--- config.mk ---
export PLATFORM = sky130hd
export DESIGN_NAME = uart_tx_arbiter
export DESIGN_NICKNAME = d
export VERILOG_FILES = /design/src/rtl/uart_tx_arbiter.sv
export SDC_FILE = /design/constraint.sdc
export NUM_CORES = 1
export LEC_CHECK = 0
export CORE_UTILIZATION = 40
export DETAILED_ROUTE_END_ITERATION = 12
export HOLD_SLACK_MARGIN = 0.1
export PLACE_DENSITY = 0.76
export REMOVE_ABC_BUFFERS = 1
export SLEW_MARGIN = 10
export SYNTH_ARGS = -nofsm -noshare
export SYNTH_HDL_FRONTEND = slang
export SYNTH_SLANG_ARGS = --single-unit
export TNS_END_PERCENT = 100
--- constraint.sdc ---
create_clock -name clk -period 2.3 [get_ports clk]
set_clock_uncertainty 0.2 [all_clocks]
set_input_delay 0.23 -clock clk [delete_from_list [all_inputs] [get_ports clk]]
set_output_delay 0.23 -clock clk [all_outputs]
set_load 0.02 [all_outputs]
--- src/rtl/uart_tx_arbiter.sv ---
// uart_tx_arbiter
//   Round-robin arbiter that shares one UART byte serializer among NUM_REQ
//   byte producers. The winner's byte is latched and acknowledged with a
//   one-cycle gnt pulse. The byte is then launched with a one-cycle tx_start
//   pulse once the serializer is not busy. The arbiter waits for tx_done and
//   then idles for GAP_CLKS cycles before it arbitrates again.
//
//   Optional feature macro: ARB_TIMEOUT_EN
//     defined   : S_WAIT gives up after TIMEOUT_CLKS cycles without tx_done,
//                 pulses err_timeout and drops the byte.
//     undefined : S_WAIT waits indefinitely and err_timeout is tied 0.
//
// Ports
//   clk          in   rising-edge clock
//   rst_n        in   asynchronous active-low reset
//   req          in   [NUM_REQ]   req[i]=1: requester i holds a byte
//   req_data     in   [8*NUM_REQ] byte i at [8*i+7:8*i]
//   gnt          out  [NUM_REQ]   one-hot 1-cycle pulse: byte i taken
//   tx_start     out  1-cycle launch pulse to the serializer
//   tx_data      out  [8]  latched byte, stable from tx_start until tx_done
//   tx_busy      in   serializer busy, holds off tx_start
//   tx_done      in   1-cycle pulse, frame fully sent
//   owner        out  [IDX_W] index of the current/last winner
//   active       out  high in every state except S_IDLE
//   err_timeout  out  1-cycle pulse on S_WAIT timeout
module uart_tx_arbiter #(
   parameter int NUM_REQ      = 4,
   parameter int IDX_W        = 2,
   parameter int GAP_CLKS     = 2,
   parameter int TIMEOUT_CLKS = 255
) (
   input  logic                 clk,
   input  logic                 rst_n,
   input  logic [NUM_REQ-1:0]   req,
   input  logic [8*NUM_REQ-1:0] req_data,
   output logic [NUM_REQ-1:0]   gnt,
   output logic                 tx_start,
   output logic [7:0]           tx_data,
   input  logic                 tx_busy,
   input  logic                 tx_done,
   output logic [IDX_W-1:0]     owner,
   output logic                 active,
   output logic                 err_timeout
);

   if (NUM_REQ < 2 || NUM_REQ > 8 || IDX_W != $clog2(NUM_REQ) ||
       GAP_CLKS < 0 || GAP_CLKS > 15 ||
       TIMEOUT_CLKS < 1 || TIMEOUT_CLKS > 65535) begin : g_bad_params
      $error("uart_tx_arbiter: parameter out of range");
   end

   typedef enum logic [1:0] {S_IDLE, S_LAUNCH, S_WAIT, S_GAP} state_t;

   localparam int unsigned NREQ = NUM_REQ;
   // With GAP_CLKS==0 the gap state is skipped entirely.
   localparam state_t      S_AFTER  = (GAP_CLKS == 0) ? S_IDLE : S_GAP;
   localparam logic [3:0]  GAP_LAST = 4'((GAP_CLKS == 0) ? 0 : GAP_CLKS - 1);

   state_t           state;
   logic [IDX_W-1:0] ptr;
   logic [3:0]       gap_cnt;
   logic             found;
   logic [IDX_W-1:0] win;
   logic [7:0]       sel_byte;
   int unsigned      slot;

`ifdef ARB_TIMEOUT_EN
   localparam logic [15:0] TIMEOUT_LAST = 16'(TIMEOUT_CLKS - 1);
   logic [15:0] wait_cnt;
`else
   assign err_timeout = 1'b0;
`endif

   assign active = (state != S_IDLE);

   // Search ptr+1, ptr+2, ... modulo NUM_REQ; the first set request wins,
   // so the previous winner is always examined last.
   always_comb begin
      found    = 1'b0;
      win      = '0;
      slot     = 0;
      sel_byte = '0;
      for (int unsigned off = 1; off <= NREQ; off++) begin
         slot = 32'(ptr) + off;
         if (slot >= NREQ) slot = slot - NREQ;
         if (!found && req[IDX_W'(slot)]) begin
            found = 1'b1;
            win   = IDX_W'(slot);
         end
      end
      for (int unsigned i = 0; i < NREQ; i++) begin
         if (win == IDX_W'(i)) sel_byte = req_data[8*i +: 8];
      end
   end

   always_ff @(posedge clk or negedge rst_n) begin
      if (!rst_n) begin
         state    <= S_IDLE;
         ptr      <= IDX_W'(NUM_REQ - 1);
         gnt      <= '0;
         tx_start <= 1'b0;
         tx_data  <= '0;
         owner    <= '0;
         gap_cnt  <= '0;
`ifdef ARB_TIMEOUT_EN
         wait_cnt    <= '0;
         err_timeout <= 1'b0;
`endif
      end else begin
         gnt      <= '0;
         tx_start <= 1'b0;
`ifdef ARB_TIMEOUT_EN
         err_timeout <= 1'b0;
`endif
         case (state)
            S_IDLE: begin
               if (found) begin
                  gnt[win] <= 1'b1;
                  tx_data  <= sel_byte;
                  owner    <= win;
                  ptr      <= win;
                  state    <= S_LAUNCH;
               end
            end
            S_LAUNCH: begin
               if (!tx_busy) begin
                  tx_start <= 1'b1;
                  state    <= S_WAIT;
`ifdef ARB_TIMEOUT_EN
                  wait_cnt <= '0;
`endif
               end
            end
            S_WAIT: begin
               // tx_done takes precedence over a timeout in the same cycle.
               if (tx_done) begin
                  gap_cnt <= '0;
                  state   <= S_AFTER;
               end
`ifdef ARB_TIMEOUT_EN
               else if (wait_cnt == TIMEOUT_LAST) begin
                  err_timeout <= 1'b1;
                  gap_cnt     <= '0;
                  state       <= S_AFTER;
               end else begin
                  wait_cnt <= wait_cnt + 16'd1;
               end
`endif
            end
            S_GAP: begin
               if (gap_cnt == GAP_LAST) state <= S_IDLE;
               else                     gap_cnt <= gap_cnt + 4'd1;
            end
            default: state <= S_IDLE;
         endcase
      end
   end

endmodule
==> flow_metrics.py <==
metrics = {
    "timing": {
        "timing.hold.ws_ns": 0.2628,
        "clock.fmax_mhz": 458.7,
        "post-route-min-period_ns": 2.180,
        "min_period_over_period_pct": 94.78,
        "rsz0062_at_grt": "false",
        "setup_viol": 0,
        "final-hold-violation-count": 0,
        "drv_slew": 0,
    },
    "layout": {
        "antennaDiodeCount": 0,
        "synthToLayoutAreaGrowth_pct": 50.14,
        "drive_gt1_share_pct": 10.00,
        "fin_nets": 247,
        "fin_util_pct": 65.00,
        "nFillCells": 281,
    },
    "floorplanning": {
        "dieArea_um2": 3650,
        "die_height_um": 60.42,
        "start_util_pct": 43.29,
        "die_w_um": 60.42,
        "io_pins": 57,
        "row_count": 20,
        "coreArea_um2": 3153,
    },
    "worst_setup_path": {
        "cp_slowest_cell": "clkdlybuf4s50_1",
        "cp.arrival_ns": 1.75,
        "cp_slowest_stage_delay_ns": 0.60,
        "crit_type": "reg2out",
        "cp_common_cell": "inv_1",
        "r2r-start": "ptr[1]",
        "startpoint": "state[0]",
        "crit_chain": "inv_1 -> ha_1 -> inv_1 -> clkdlybuf4s50_1",
        "crit_fanout": 4,
        "critPathLaunchType": "flip-flop",
        "setup.worst_path.end_class": "primary output",
        "ff2ff_path_depth": 6,
        "r2r_slack_ns": 0.21,
        "critPathRequiredTime_ns": 1.87,
        "r2r_end": "tx_data[2]",
    },
    "run_status": {
        "status": "finished, final reports clean",
    },
    "routing": {
        "num_vias": 1251,
        "wire_per_inst_um": 13.96,
        "vias_per_cell": 5.127,
        "dr.pass1.iters": 4,
        "routed_wl_um": 3407,
        "drt-initial-drc-count": 54,
        "ant_nets": 0,
        "drc_errors": 0,
    },
    "placed_design": {
        "port_buffers": 55,
        "dp_hpwl_um": 2710,
        "globalplace.congestion": 0.7835,
    },
    "power_and_ir_drop": {
        "power_w": 0.002278,
        "ir_drop_uv": 529.5,
        "power_leakage_nw": 0.8947,
        "powerDensity_nw_per_um2": 1112,
    },
    "flow_run": {
        "drv_cap": 0,
    },
    "cts": {
        "max-clock-path-buffers": 2,
        "insertion_delay_ns": 0.31,
        "clkTransAtPathRegs_ns": 0.13,
        "post_cts_buffers": 0,
        "cts-root-buf": "clkbuf_4",
        "cts_resized": 0,
        "cts_tree": "yes",
        "ctsHoldBuffers": 1,
        "cts_buffers": 3,
        "h-tree-depth": 1,
        "cts_sinks": 23,
    },
    "grt": {
        "grt_max_degree": 24,
        "grt_pass1_wl_um": 5368,
        "overflow": 0,
        "grt_usage_pct": 19.91,
        "grt_pass1_vias": 1295,
        "antenna_found_initial": 0,
    },
    "hold_path": {
        "hold_end": "tx_start",
        "hold_start": "tx_busy",
        "hold_path_depth": 2,
        "hp-class": "in2reg",
    },
    "logic_synthesis": {
        "syn_inst": 135,
        "netlist_area_um2": 1365,
        "synthFlopType": "dfrtp_1",
        "yosys_warnings": 0,
        "ys_seq_area_share_pct": 42.35,
        "yosysTopAreaCell": "dfrtp_1",
        "synthDistinctLibCells": 37,
        "synth-edff-count": 0,
        "synthTopCellsByArea": "dfrtp_1, mux2i_1, ha_1",
        "ys_ff_latch": 23,
        "synth-async-reset-ratio_pct": 100.0,
        "synth_area_per_cell_um2": 10.11,
        "netlist.area_leader.share_pct": 38.50,
        "yosysMostFrequentCell": "dfrtp_1",
        "synthTopCellsByCount": "dfrtp_1, nand2_1, mux2i_1",
    },
}
## state kept, by name, summed over array words and instances, names as in the netlist
| register | flops |
|---|---|
| tx_data | 8 |
| gap_cnt | 4 |
| gnt | 4 |
| owner | 2 |
| ptr | 2 |
| state | 2 |
| tx_start | 1 |
## cells by family (layout without fill, tap and decap cells)
group	count (synthesis)	count (layout)	synth area share, %
and+or+nand+nor	42	42	15.95
xor gates and xnor gates	1	1	0.6417
muxes	18	18	13.84
other	1	1	0.2747
DFF	23	23	42.35
AOI/OAI and AO/OA	35	35	17.05
adders and majority gates	6	6	5.499
buffers and inverters	9	74	4.399
## worst max-delay path by stage
| stage | cells past startpoint | endpoint | slack, ns |
|---|---|---|---|
| floorplan | 5 | tx_data[7] | -0.1 |
| global placement | 7 | tx_data[1] | 0.15 |
| detailed placement | 7 | tx_data[2] | 0.07 |
| CTS | 4 | active | 0.1 |
| global route | 4 | active | 0.03 |
| finish | 4 | active | 0.12 |
## routing by layer
layer	routed length [um]	vias up	global-route usage [%]
met1	1455	591	22.27
met3	175	5	3.412
li1	-	614	-
met4	43	0	8.766
met5	0	-	0
met2	1732	41	36.89
## cells in the final DEF (no fill, tap or decap), types with 3 or more instances in the layout
cell type / synthesis / layout
clkbuf_4: 0 / 3
dfrtp_1: 21 / 21
inv_1: 4 / 4
o21a_1: 3 / 3
nand2_1: 13 / 13
o21ai_0: 5 / 5
nor2b_1: 4 / 4
mux2_1: 5 / 5
ha_1: 6 / 6
a21oi_1: 10 / 10
nand2b_1: 4 / 4
o22ai_1: 6 / 6
mux2i_1: 11 / 11
buf_4: 1 / 9
clkdlybuf4s50_1: 0 / 55
nor2_1: 8 / 8
## stage by stage
stage | instances | setup slack (ns) | TNS [ns] | area, um^2
after floorplan | 130 | -0.09697 | -0.3376 | 1320
after global placement | 239 | 0.1467 | 0 | 2013
after detailed placement | 239 | 0.06816 | 0 | 2013
after CTS | 244 | 0.09771 | 0 | 2049
after global routing | 244 | 0.03213 | 0 | 2049
final | 244 | 0.1200 | 0 | 2049
## critical path: cells and delay by family, from the launching register on
| family | cells | cell delay [ns] |
|---|---|---|
| adders and majority gates | 1 | 0.24 |
| buffers and inverters | 3 | 0.77 |
| DFF | 1 | 0.42 |
## area by class of cell
class | instances | area [um^2] | area share, %
sequential | 23 | 578.1 | 28.21
inverter | 4 | 15.01 | 0.7326
clock buffer | 4 | 26.28 | 1.282
multi-input combinational | 103 | 726.9 | 35.47
tap | 44 | 55.05 | 2.686
timing repair buffer | 66 | 648.1 | 31.62
## power by group
group          internal (W)  switching, W  leakage [nW]
clock network     0.0000678      0.000125        0.0150
registers          0.000588      0.000139         0.278
logic              0.000696      0.000664         0.601
No activity file was read; power rests on OpenSTA's default activity.
